[src/rtl/hall_commutator.sv]
// hall_commutator: BLDC hall-sensor commutation unit.
// The raw hall code passes through a 2-FF synchroniser and a run-length deglitch filter.
// The accepted code is decoded to a sector and to phase drive (u) / high-Z (z) for either
// direction. The unit also tracks signed position, sequence jumps, invalid codes and stall.
// Optional build macro HALL_PERIOD_EN adds capture of the inter-transition period.
module hall_commutator #(
   parameter int FILTER_DEPTH = 4,
   parameter int COUNT_WIDTH  = 16,
   parameter int STALL_CYCLES = 50000,
   parameter int TIMER_WIDTH  = 16
) (
   input  logic                   clock,
   input  logic                   reset,
   input  logic [2:0]             h,
   input  logic                   enable,
   input  logic                   dir,
   input  logic                   fault_clear,
   output logic [2:0]             u,
   output logic [2:0]             z,
   output logic [2:0]             sector,
   output logic [COUNT_WIDTH-1:0] position,
   output logic                   seq_err,
   output logic                   hall_fault,
   output logic                   fault_latched,
   output logic                   stall,
   output logic [TIMER_WIDTH-1:0] period,
   output logic                   period_valid
);

   localparam int                     CNT_W       = $clog2(FILTER_DEPTH + 1);
   localparam logic [CNT_W-1:0]       CNT_FULL    = CNT_W'(FILTER_DEPTH);
   localparam logic [TIMER_WIDTH-1:0] TIMER_MAX   = TIMER_WIDTH'(STALL_CYCLES);
   localparam logic [2:0]             SECTOR_NONE = 3'd7;

   logic [2:0]             h_meta, h_sync, cand, stable;
   logic [CNT_W-1:0]       cnt;
   logic [2:0]             new_sector, u_fwd, z_map, u_next, z_next;
   logic [2:0]             sector_inc, sector_dec;
   logic                   sector_ok, moved, step_fwd, step_rev, counted, bad_jump, fault_next;
   logic [TIMER_WIDTH-1:0] timer, timer_inc;

   // Synchronise the pins and accept a code only after FILTER_DEPTH identical samples.
   always_ff @(posedge clock) begin
      if (reset) begin
         h_meta <= 3'b000;
         h_sync <= 3'b000;
         cand   <= 3'b000;
         cnt    <= '0;
         stable <= 3'b000;
      end else begin
         // NOTE: non-blocking (<=) in clocked blocks so every flop sees pre-edge values
         // no matter how the statements are ordered.
         h_meta <= h;
         h_sync <= h_meta;
         if (h_sync != cand) begin
            cand <= h_sync;
            cnt  <= CNT_W'(1);
         end else if (cnt != CNT_FULL) begin
            cnt <= cnt + CNT_W'(1);
         end
         if (cnt == CNT_FULL) stable <= cand;
      end
   end

   // Decode the accepted hall code to a sector and its forward drive pattern.
   always_comb begin
      // NOTE: every variable gets a default first so no branch leaves it unassigned,
      // which would otherwise infer a latch.
      new_sector = SECTOR_NONE;
      u_fwd      = 3'b000;
      z_map      = 3'b111;
      case (stable)
         3'b101:  begin new_sector = 3'd0; u_fwd = 3'b100; z_map = 3'b001; end
         3'b100:  begin new_sector = 3'd1; u_fwd = 3'b100; z_map = 3'b010; end
         3'b110:  begin new_sector = 3'd2; u_fwd = 3'b010; z_map = 3'b100; end
         3'b010:  begin new_sector = 3'd3; u_fwd = 3'b010; z_map = 3'b001; end
         3'b011:  begin new_sector = 3'd4; u_fwd = 3'b001; z_map = 3'b010; end
         3'b001:  begin new_sector = 3'd5; u_fwd = 3'b001; z_map = 3'b100; end
         default: ;
      endcase
   end

   // Phase drive: reverse swaps high and low sides; disabled or invalid floats all phases.
   always_comb begin
      sector_ok = (new_sector != SECTOR_NONE);
      u_next    = 3'b000;
      z_next    = 3'b111;
      if (enable && sector_ok) begin
         z_next = z_map;
         u_next = dir ? ~(u_fwd | z_map) : u_fwd;
      end
   end

   // Classify a change of sector against the previous one held in the sector register.
   always_comb begin
      sector_inc = (sector == 3'd5) ? 3'd0 : sector + 3'd1;
      sector_dec = (sector == 3'd0) ? 3'd5 : sector - 3'd1;
      moved      = sector_ok && (sector != SECTOR_NONE) && (new_sector != sector);
      step_fwd   = moved && (new_sector == sector_inc);
      step_rev   = moved && (new_sector == sector_dec);
      counted    = step_fwd || step_rev;
      bad_jump   = moved && !counted;
      fault_next = !sector_ok || bad_jump;
      timer_inc  = (timer == TIMER_MAX) ? timer : timer + TIMER_WIDTH'(1);
   end

   // Registered outputs, position counter, inter-transition timer and sticky fault.
   always_ff @(posedge clock) begin
      if (reset) begin
         u             <= 3'b000;
         z             <= 3'b111;
         sector        <= SECTOR_NONE;
         position      <= '0;
         seq_err       <= 1'b0;
         hall_fault    <= 1'b0;
         fault_latched <= 1'b0;
         timer         <= '0;
      end else begin
         u          <= u_next;
         z          <= z_next;
         sector     <= new_sector;
         seq_err    <= bad_jump;
         hall_fault <= !sector_ok;
         if (step_fwd)      position <= position + COUNT_WIDTH'(1);
         else if (step_rev) position <= position - COUNT_WIDTH'(1);
         timer <= counted ? '0 : timer_inc;
         if (fault_next)       fault_latched <= 1'b1;
         else if (fault_clear) fault_latched <= 1'b0;
      end
   end

   assign stall = (timer == TIMER_MAX);

`ifdef HALL_PERIOD_EN
   // Capture the length of the interval that closes on this counted transition.
   always_ff @(posedge clock) begin
      if (reset) begin
         period       <= '0;
         period_valid <= 1'b0;
      end else begin
         period_valid <= counted;
         if (counted) period <= timer_inc;
      end
   end
`else
   assign period       = '0;
   assign period_valid = 1'b0;
`endif

endmodule
[config.mk]
export PLATFORM = sky130hd
export DESIGN_NAME = hall_commutator
export DESIGN_NICKNAME = d
export VERILOG_FILES = /design/src/rtl/hall_commutator.sv
export SDC_FILE = /design/constraint.sdc
export NUM_CORES = 1
export LEC_CHECK = 0
export CORE_UTILIZATION = 50
export CTS_CLUSTER_DIAMETER = 80
export DETAILED_ROUTE_END_ITERATION = 8
export PLACE_DENSITY = 0.77
export SLEW_MARGIN = 10
export SYNTH_ARGS = -nofsm -noshare
export SYNTH_HDL_FRONTEND = slang
export SYNTH_SLANG_ARGS = --single-unit
export TNS_END_PERCENT = 20
[constraint.sdc]
create_clock -name clock -period 3.9 [get_ports clock]
set_input_delay 0.975 -clock clock [delete_from_list [all_inputs] [get_ports clock]]
set_output_delay 0.975 -clock clock [all_outputs]
set_load 0.1 [all_outputs]
==> reports/qor.yml, run 1 <==
globalRouteOverflowTotal: 0
synth_top_family_by_area: "simple AND/OR/NAND/NOR gates"
hold_path_depth: 1
antenna_found_initial: 0
cts_buffer_depth: 2
power.density_nw_per_um2: 306
gp_congestion: 0.851
cts_tree: "done"
crit_start: "sector[0]$_SDFF_PP1_"
yosys.area_share.adder_pct: 8.01
syn_to_final_growth_pct: 16.5
netlist_area_um2: 3690
path_clk_slew_ns: 0.07
grt_pass1_wl_um: 12500
status: "complete, no violations"
setup_viol: 0
vdd_drop_max_mv: 0.265
hold_buffers: 0
synthMuxAreaShare_pct: 3.02
clock-sinks: 59
maxSlewHeadroom_pct: 32.1
critPathTopFamily: "compound AO/OA/AOI/OAI gates"
critPathRequiredTime_ns: 4.12
ant_nets: 0
wl_um: 7330
hold_viol_final: 0
p_leak_uw: 0.00173
period_share_pct: 95.2
critPathCaptureType: "flop"
ys_seq_area_share_pct: 32.0
cts_buffers: 9
fin_util_pct: 61.8
setup_tns_ns: 0
reg2reg_depth: 16
globalRouteMet2Util_pct: 34.3
synth_xor_area_share_pct: 8.55
clock_latency_ns: 0.34
synth.avg_cell_area_um2: 8.62
final_nets: 499
cp_slowest_cell: "or4_1"
avgViaCountPerCell: 5.27
worstHoldPathType: "flop to flop"
track_usage_pct: 20.8
critical_path_class: "flop to flop"
root_buffer: "clkbuf_8"
synth_cells: 428
fp.coreArea_um2: 6940
start_util_pct: 53.1
hpwl_um: 5200
synth_seq_cells: 59
placementRows: 30
worstMarginPinSlew_ns: 1.01
dr.first_iter.drc_count: 192
drv_slew: 0
placement.io_buffers: 36
met1_usage_pct: 25.2
arrival_ns: 3.93
reg2reg_slack_ns: 0.19
synth_ff_type: "dfxtp_1"
synth-simple-area-share_pct: 25.3
die_h_um: 87.9
remaining_drc_errors: 0
hold_path_end: "h_sync[0]$_SDFF_PP0_"
grt_pass1_vias: 2822
grt_start_max_net_pins: 26
cp_num_buf_inv: 1
r2r_end: "position[14]$_SDFFE_PP0P_"
die_width_um: 87.9
busiest_layer: "met2"
ys_types: 59
worstPathMaxFanout: 7
async_reset_ff_share_pct: 0
cp-start-kind: "flop"
boundaryPins: 54
wl_per_cell_um: 12.9
skew_ns: 0.00549
synth_compound_area_share_pct: 14.4
synth_edf_count: 0
min_from: "h_meta[0]$_SDFF_PP0_"
first_pass_iters: 5
path_cells: "and2_1 -> ha_4 -> nor2_1 -> o21ai_0 -> a21o_1 -> a32oi_2 -> and2_4 -> inv_2 -> ha_1 -> nor2b_1 -> o31a_1 -> or4_1 -> a41oi_2 -> o311ai_0 -> xnor2_1 -> o22ai_1"
fillers: 607
diodes: 0
max_freq_mhz: 269
dieArea_um2: 7720
drv_cap: 0
fin_crit_ns: 3.71
drive_above_1_share_pct: 11.6
grt_use_met3_pct: 6.97
htreeDepth: 3
yosysWarningCount: 0
worst_path_largest_cell_delay_ns: 0.45
r2r-start: "sector[0]$_SDFF_PP1_"
vias: 2996
grt_setup_unrepaired: "no"
-- kinds of logic (layout without fill, tap and decap cells) --
group / after synthesis / after routing
other: 1 / 17
multiplexers: 11 / 11
AO/OA/AOI/OAI: 76 / 76
adder cells (fa/ha/maj): 23 / 23
XOR/XNOR: 36 / 36
buffers and inverters: 50 / 79
flip-flops: 59 / 59
AND/OR/NAND/NOR: 172 / 172
-- metal layers --
layer,vias to the layer above,share of wire (%)
met5,-,0
met4,0,1.1
met3,11,3.9
met2,59,48
met1,1399,47
li1,1527,-
-- metrics by stage --
step | instances | hold WS [ns] | instance area [um2] | setup WS [ns] | total power (uW)
after floorplan | 444 | 0.414 | 3780 | 0.00719 | 789
after global placement | 551 | 0.424 | 4060 | 0.168 | 796
after detailed placement | 551 | 0.425 | 4060 | 0.0440 | 798
after CTS | 567 | 0.446 | 4250 | 0.0124 | 1330
after global routing | 569 | 0.457 | 4290 | 0.0117 | 1370
final | 569 | 0.440 | 4290 | 0.188 | 1320
-- placed cells by master (no fill, tap or decap), drive strengths merged, types with 3 or more instances in the layout --
| cell | Yosys | routed |
|---|---|---|
| a211o | 3 | 3 |
| a211oi | 5 | 5 |
| a21o | 5 | 5 |
| a21oi | 17 | 17 |
| a31oi | 3 | 3 |
| and2 | 4 | 4 |
| and3 | 8 | 8 |
| and3b | 4 | 4 |
| buf | 27 | 14 |
| clkbuf | 8 | 11 |
| clkdlybuf4s50 | 0 | 34 |
| conb | 1 | 17 |
| dfxtp | 59 | 59 |
| ha | 22 | 22 |
| inv | 15 | 17 |
| mux2i | 10 | 10 |
| nand2 | 32 | 32 |
| nand2b | 10 | 10 |
| nand3 | 18 | 18 |
| nor2 | 57 | 57 |
| nor2b | 14 | 14 |
| nor3 | 8 | 8 |
| o211ai | 4 | 4 |
| o21a | 5 | 5 |
| o21ai | 14 | 14 |
| o22ai | 3 | 3 |
| or3 | 4 | 4 |
| xnor2 | 17 | 17 |
| xor2 | 19 | 19 |
-- power breakdown --
group / total (uW) / switching, uW / internal, uW
clock: 530 / 264 / 266
combinational: 162 / 129 / 32.2
sequential: 623 / 9.80 / 613
-- layout make-up --
cell class | count | area [um2] | area share, %
clock buffers | 11 | 151 | 3.53
clock inverters | 5 | 35.0 | 0.816
inverters | 15 | 56.3 | 1.31
multi-input cells | 335 | 2290 | 53.4
flip-flops and latches | 59 | 1190 | 27.7
well taps | 96 | 120 | 2.80
repair buffers | 48 | 445 | 10.4
-- Yosys cell counts (4+ instances only) --
| master | number | area share, % |
|---|---|---|
| a211oi_1 | 5 | 1.0 |
| a21o_1 | 5 | 1.0 |
| a21oi_1 | 17 | 2.3 |
| and2_1 | 4 | 0.68 |
| and3_1 | 8 | 1.4 |
| and3b_1 | 4 | 0.95 |
| buf_4 | 20 | 4.1 |
| buf_6 | 5 | 1.5 |
| clkbuf_1 | 8 | 0.81 |
| dfxtp_1 | 59 | 32 |
| ha_1 | 22 | 7.5 |
| inv_1 | 15 | 1.5 |
| mux2i_1 | 10 | 2.7 |
| nand2_1 | 32 | 3.3 |
| nand2b_1 | 10 | 1.7 |
| nand3_1 | 18 | 2.4 |
| nor2_1 | 47 | 4.8 |
| nor2_4 | 10 | 3.1 |
| nor2b_1 | 14 | 2.4 |
| nor3_1 | 7 | 0.95 |
| o211ai_1 | 4 | 0.81 |
| o21a_1 | 5 | 1.0 |
| o21ai_0 | 11 | 1.5 |
| or3_1 | 4 | 0.68 |
| xnor2_1 | 17 | 4.0 |
| xor2_1 | 19 | 4.5 |
-- sequential cells by signal, indices dropped and copies added, names as in the netlist, 3 cells and up --
register and cells:
u 3, h_sync 3, timer 16, h_meta 3, sector 3, z 3
position 16, stable 3, cand 3, cnt 3
-- worst max-delay path by stage --
stage | end | slack [ns] | cells after the start
floorplan | position[14]$_SDFFE_PP0P_ | 0.007 | 17
global placement | position[14]$_SDFFE_PP0P_ | 0.17 | 16
detailed placement | position[15]$_SDFFE_PP0P_ | 0.04 | 17
CTS | position[15]$_SDFFE_PP0P_ | 0.01 | 17
global route | position[14]$_SDFFE_PP0P_ | 0.01 | 16
finish | position[14]$_SDFFE_PP0P_ | 0.19 | 16
-- repair_timing --
item | 4_1_cts | 5_1_grt
resized for setup | 0 | 7
setup endpoints to repair | 0 | 5
buffers inserted | 0 | 2
Note: power is estimated with default switching activity, not from simulation.
==> run 2: changes to the inputs <==
--- a/config.mk
+++ b/config.mk
@@ -5,6 +5,7 @@
 export SDC_FILE = /design/constraint.sdc
 export NUM_CORES = 1
 export LEC_CHECK = 0
+export CORE_MARGIN = 10
 export CORE_UTILIZATION = 50
 export CTS_CLUSTER_DIAMETER = 80
 export DETAILED_ROUTE_END_ITERATION = 8
==> run 2 against run 1 <==
Compared with the run above: via count about the same; clock power is 2% lower; critical path type unchanged; final cell count grew 0.53%; clock skew rose by 0.0032 ns.
==> reports/qor.yml, run 2 (synthesis gave the netlist of run 1 again) <==
fin_crit_ns: 3.65  # -0.0661 ns
vias: 2994  # -0.067%
grt_pass1_vias: 2981  # +5.6%
wl_per_cell_um: 13.8  # +7.0%
globalRouteMet2Util_pct: 24.6  # -9.7 points
path_clk_slew_ns: 0.08  # about the same
setup_tns_ns: 0  # unchanged
drv_slew: 0  # unchanged
status: "complete, no violations"
fp.coreArea_um2: 7210  # +3.9%
met1_usage_pct: 15.6  # -9.6 points
globalRouteOverflowTotal: 0  # unchanged
cp-start-kind: "flop"
avgViaCountPerCell: 5.23  # -0.59%
layout.cells.non_filler: 572  # +0.53%
root_buffer: "clkbuf_8"
htreeDepth: 3  # unchanged
start_util_pct: 51.1  # -2.0 points
fillers: 662  # +9.1%
syn_to_final_growth_pct: 17.4
clock_latency_ns: 0.34  # about the same
cts_buffer_depth: 2  # unchanged
antenna_found_initial: 0  # unchanged
dieArea_um2: 11200  # +45%
gp_congestion: 0.866  # +1.7%
max_freq_mhz: 274  # +1.8%
hold_buffers: 0  # unchanged
diodes: 0  # unchanged
cts_tree: "done"
worstPathMaxFanout: 11  # +4
placementRows: 31  # +3.3%
vdd_drop_max_mv: 0.199  # -25%
busiest_layer: "met2"
ant_nets: 0  # unchanged
critPathRequiredTime_ns: 4.12  # about the same
grt_start_max_net_pins: 33  # +27%
critPathCaptureType: "flop"
remaining_drc_errors: 0  # unchanged
mostFrequentLayoutCells: "56 x dfxtp_1, 47 x nor2_1, 34 x clkdlybuf4s50_1"
arrival_ns: 3.87  # -0.06 ns
dpl.cell_count: 555  # +0.73%
hpwl_um: 5680  # +9.3%
grt_pass1_wl_um: 13300  # +6.9%
power.density_nw_per_um2: 302  # -1.3%
setup_viol: 0  # unchanged
wl_um: 7890  # +7.6%
period_share_pct: 93.5  # -1.7 points
track_usage_pct: 14.1  # -6.7 points
drive_above_1_share_pct: 12.3  # +0.63 points
worstHoldPathType: "flop to flop"
die_width_um: 106  # +20%
die_h_um: 106  # +20%
first_pass_iters: 4  # -1
drv_cap: 0  # unchanged
p_leak_uw: 0.00173  # +0.29%
layout.cells.most_common: "dfxtp_1"
critical_path_class: "flop to flop"
boundaryPins: 54  # unchanged
skew_ns: 0.00867  # +0.00318 ns
maxSlewHeadroom_pct: 33.1  # +1.0 points
reg_top3: "position (16), timer (16)"
grt_setup_unrepaired: "no"
grt_use_met3_pct: 5.05  # -1.9 points
totalPowerFinal_uw: 1310  # -0.49%
hold_viol_final: 0  # unchanged
dr.first_iter.drc_count: 193  # +0.52%
final_nets: 499  # unchanged
placement.io_buffers: 36  # unchanged
cts_buffers: 9  # unchanged
clock-sinks: 59  # unchanged
worstMarginPinSlew_ns: 1.00  # -0.0151 ns
[run 2: area by class of cell]
cell class / count / area [um2] / share of cell area [%]
well taps: 99 / 124 / 2.86
repair buffers: 48 / 445 / 10.3
inverters: 15 / 56.3 / 1.30
flip-flops and latches: 59 / 1190 / 27.5
multi-input cells: 335 / 2330 / 53.9
clock inverters: 7 / 57.6 / 1.33
clock buffers: 9 / 124 / 2.86
[run 2: metal layers]
metal	part of all wire [%]	vias to the layer above
met4	1.4	0
met3	4.4	10
li1	-	1532
met2	52	57
met5	0	-
met1	43	1395
[run 2: path summary, 6_finish.rpt]
check / cells after the start / slack (ns) / from / to
worst max-delay path: 17 / 0.25 / sector[0]$_SDFF_PP1_ / position[10]$_SDFFE_PP0P_
worst min-delay path: 1 / 0.45 / h_meta[0]$_SDFF_PP0_ / h_sync[0]$_SDFF_PP0_
worst max register to register: 17 / 0.25 / sector[0]$_SDFF_PP1_ / position[10]$_SDFFE_PP0P_
worst min register to register: 1 / 0.45 / h_meta[0]$_SDFF_PP0_ / h_sync[0]$_SDFF_PP0_
[run 2: critical path: stages, from the launching register on]
cell and delay (ns):
dfxtp_4 0.34, and2_1 0.19, ha_4 0.24, nor2_1 0.11, o21ai_0 0.10, a21o_1 0.21
a32oi_2 0.24, and2_4 0.20, inv_2 0.12, ha_4 0.26, nor2b_1 0.14, o31a_1 0.29
or4_4 0.46, a41oi_4 0.22, buf_4 0.15, xnor2_1 0.06, mux2i_1 0.14, nor2_1 0.05
[run 2: through the flow]
stage / setup WS, ns / utilization [%] / area, um2 / hold slack (ns)
6_report: 0.254 / 60.0 / 4330 / 0.447
5_1_grt: 0.0515 / 60.0 / 4330 / 0.468
4_1_cts: 0.0937 / 59.2 / 4270 / 0.448
3_5_place_dp: 0.0285 / 56.5 / 4080 / 0.429
3_3_place_gp: 0.142 / 56.5 / 4080 / 0.418
2_1_floorplan: 0.00719 / - / 3780 / 0.414
[run 2: power by group]
part           internal, uW  total (uW)  switching, uW  leakage (uW)
Combinational          32.2         162            130       0.00116
Sequential              613         624           10.8      0.000478
Clock                   241         522            281     0.0000968
Total                   887        1310            422       0.00173
[run 2: what timing repair did]
item | 4_1_cts | 5_1_grt
hold endpoints to repair | 0 | 0
cloned | 0 | 0
gates resized for setup | 1 | 9
buffers inserted | 0 | 1
pin swaps | 1 | 5
setup endpoints to repair | 1 | 7
==> run 3: changes to the inputs <==
--- a/config.mk
+++ b/config.mk
@@ -6,10 +6,9 @@
 export NUM_CORES = 1
 export LEC_CHECK = 0
 export CORE_MARGIN = 10
-export CORE_UTILIZATION = 50
+export CORE_UTILIZATION = 35
 export CTS_CLUSTER_DIAMETER = 80
 export DETAILED_ROUTE_END_ITERATION = 8
-export PLACE_DENSITY = 0.77
 export SLEW_MARGIN = 10
 export SYNTH_ARGS = -nofsm -noshare
 export SYNTH_HDL_FRONTEND = slang
==> run 3 against run 2 <==
Compared with the run above: core utilization fell by 17 points; clock power fell by 2%; non-clock buffer count did not move; final cell count rose by 6.5%; flip-flop and latch count did not move; final area rose by 1.3%; critical path type unchanged; critical endpoint is now position[14]$_SDFFE_PP0P_.
==> reports/qor.yml, run 3 (synthesis gave the netlist of run 1 again) <==
wl_um: 7770  # -1.5%
die_h_um: 123  # +16%
reg2reg_depth: 16  # -1
mostFrequentLayoutCells: "55 x dfxtp_1, 47 x nor2_1, 33 x clkdlybuf4s50_1"
grt_pass1_wl_um: 13400  # +0.62%
max_freq_mhz: 276  # +0.74%
grt_pass1_vias: 2861  # -4.0%
drv_cap: 0  # unchanged
placementRows: 37  # +19%
avgViaCountPerCell: 4.85  # -7.4%
vias: 2951  # -1.4%
globalRouteOverflowTotal: 0  # unchanged
worstMarginPinSlew_ns: 0.991  # -0.00865 ns
grt_start_max_net_pins: 25  # -24%
critical_path_class: "flop to flop"
worstPathMaxFanout: 11  # unchanged
clock_latency_ns: 0.34  # about the same
setup_viol: 0  # unchanged
critPathRequiredTime_ns: 4.11  # about the same
start_util_pct: 35.9  # -15 points
boundaryPins: 54  # unchanged
ant_nets: 0  # unchanged
period_share_pct: 92.8  # -0.68 points
p_leak_uw: 0.00174  # +0.27%
root_buffer: "clkbuf_8"
ctsResizeCount: 0  # -1
reg_top3: "position (16), timer (16)"
maxSlewHeadroom_pct: 33.7  # +0.58 points
skew_ns: 0.0130  # +0.00430 ns
hold_buffers: 0  # unchanged
vdd_drop_max_mv: 0.145  # -27%
arrival_ns: 3.83  # -0.04 ns
clock-sinks: 59  # unchanged
setup_tns_ns: 0  # unchanged
hold_viol_final: 0  # unchanged
fin_crit_ns: 3.62  # -0.0266 ns
final_nets: 499  # unchanged
drive_above_1_share_pct: 12.9  # +0.63 points
path_clk_slew_ns: 0.08  # about the same
drv_slew: 0  # unchanged
cts_buffers: 9  # unchanged
placement.io_buffers: 36  # unchanged
dieArea_um2: 15000  # +34%
syn_to_final_growth_pct: 18.9
postCtsSetupBuffers: 0  # unchanged
hpwl_um: 5760  # +1.4%
layout.cells.most_common: "dfxtp_1"
power.density_nw_per_um2: 296  # -2.1%
antenna_found_initial: 0  # unchanged
diodes: 0  # unchanged
status: "complete, no violations"
grt_setup_unrepaired: "no"
first_pass_iters: 4  # unchanged
gp_congestion: 0.837  # -3.4%
totalPowerFinal_uw: 1300  # -0.82%
cts_tree: "done"
worstHoldPathType: "flop to flop"
fp.coreArea_um2: 10300  # +42%
cts_buffer_depth: 2  # unchanged
dr.first_iter.drc_count: 122  # -37%
wl_per_cell_um: 12.8  # -7.5%
fillers: 1026  # +55%
critPathCaptureType: "flop"
hold_path_depth: 1  # unchanged
htreeDepth: 3  # unchanged
die_width_um: 123  # +16%
remaining_drc_errors: 0  # unchanged
track_usage_pct: 10.8  # -3.3 points
cp-start-kind: "flop"
-- run 3: changes by cell type in the layout (fill, tap and decap cells not counted), sizes merged --
cell           change
buf                +1
clkdlybuf4s50      -1
-- run 3: through the flow --
step / worst slack (ns) / area (um2) / std cells / utilization (%) / hold WS (ns)
4_1_cts: 0.0262 / 4310 / 609 / 41.9 / 0.448
6_report: 0.281 / 4390 / 609 / 42.7 / 0.445
2_1_floorplan: 0.00719 / 3780 / 444 / - / 0.414
3_5_place_dp: 0.0700 / 4130 / 593 / 40.2 / 0.427
5_1_grt: 0.0789 / 4390 / 609 / 42.7 / 0.472
3_3_place_gp: 0.144 / 4130 / 593 / 40.2 / 0.419
-- run 3: worst max-delay path, cell delays in order, from the launching register on --
cell      delay (ns)
dfxtp_4         0.34
and2_1          0.19
ha_4            0.24
nor2_1          0.11
o21ai_0         0.10
a21o_1          0.21
a32oi_2         0.23
and2_4          0.20
inv_2           0.12
ha_4            0.25
nor2b_1         0.15
o31a_1          0.27
or4_4           0.45
a41oi_4         0.26
o311ai_1        0.13
xnor2_1         0.15
o22ai_1         0.10
-- run 3: power breakdown --
group / internal, uW / switching, uW
clock network: 240 / 273
registers: 613 / 9.74
logic: 32.2 / 130
-- run 3: layout make-up --
class | instances | area, um2 | share of cell area (%)
inverter | 15 | 56.3 | 1.28
clock buffer | 9 | 124 | 2.82
multi-input combinational | 335 | 2350 | 53.5
tap | 136 | 170 | 3.88
timing repair buffer | 48 | 443 | 10.1
sequential | 59 | 1190 | 27.2
clock inverter | 7 | 55.1 | 1.26
-- run 3: path summary, 6_finish.rpt --
kind	to	slack, ns	from
max	position[14]$_SDFFE_PP0P_	0.28	sector[0]$_SDFF_PP1_
min	h_sync[2]$_SDFF_PP0_	0.44	h_meta[2]$_SDFF_PP0_
max reg2reg	position[14]$_SDFFE_PP0P_	0.28	sector[0]$_SDFF_PP1_
min reg2reg	h_sync[2]$_SDFF_PP0_	0.44	h_meta[2]$_SDFF_PP0_
-- run 3: routing by layer --
metal,track usage [%],vias to the layer above,part of all wire (%)
met5,0,-,0
met4,3.90,0,1.1
met3,3.03,5,4.5
met2,18.4,49,50
met1,12.6,1362,44
li1,-,1535,-
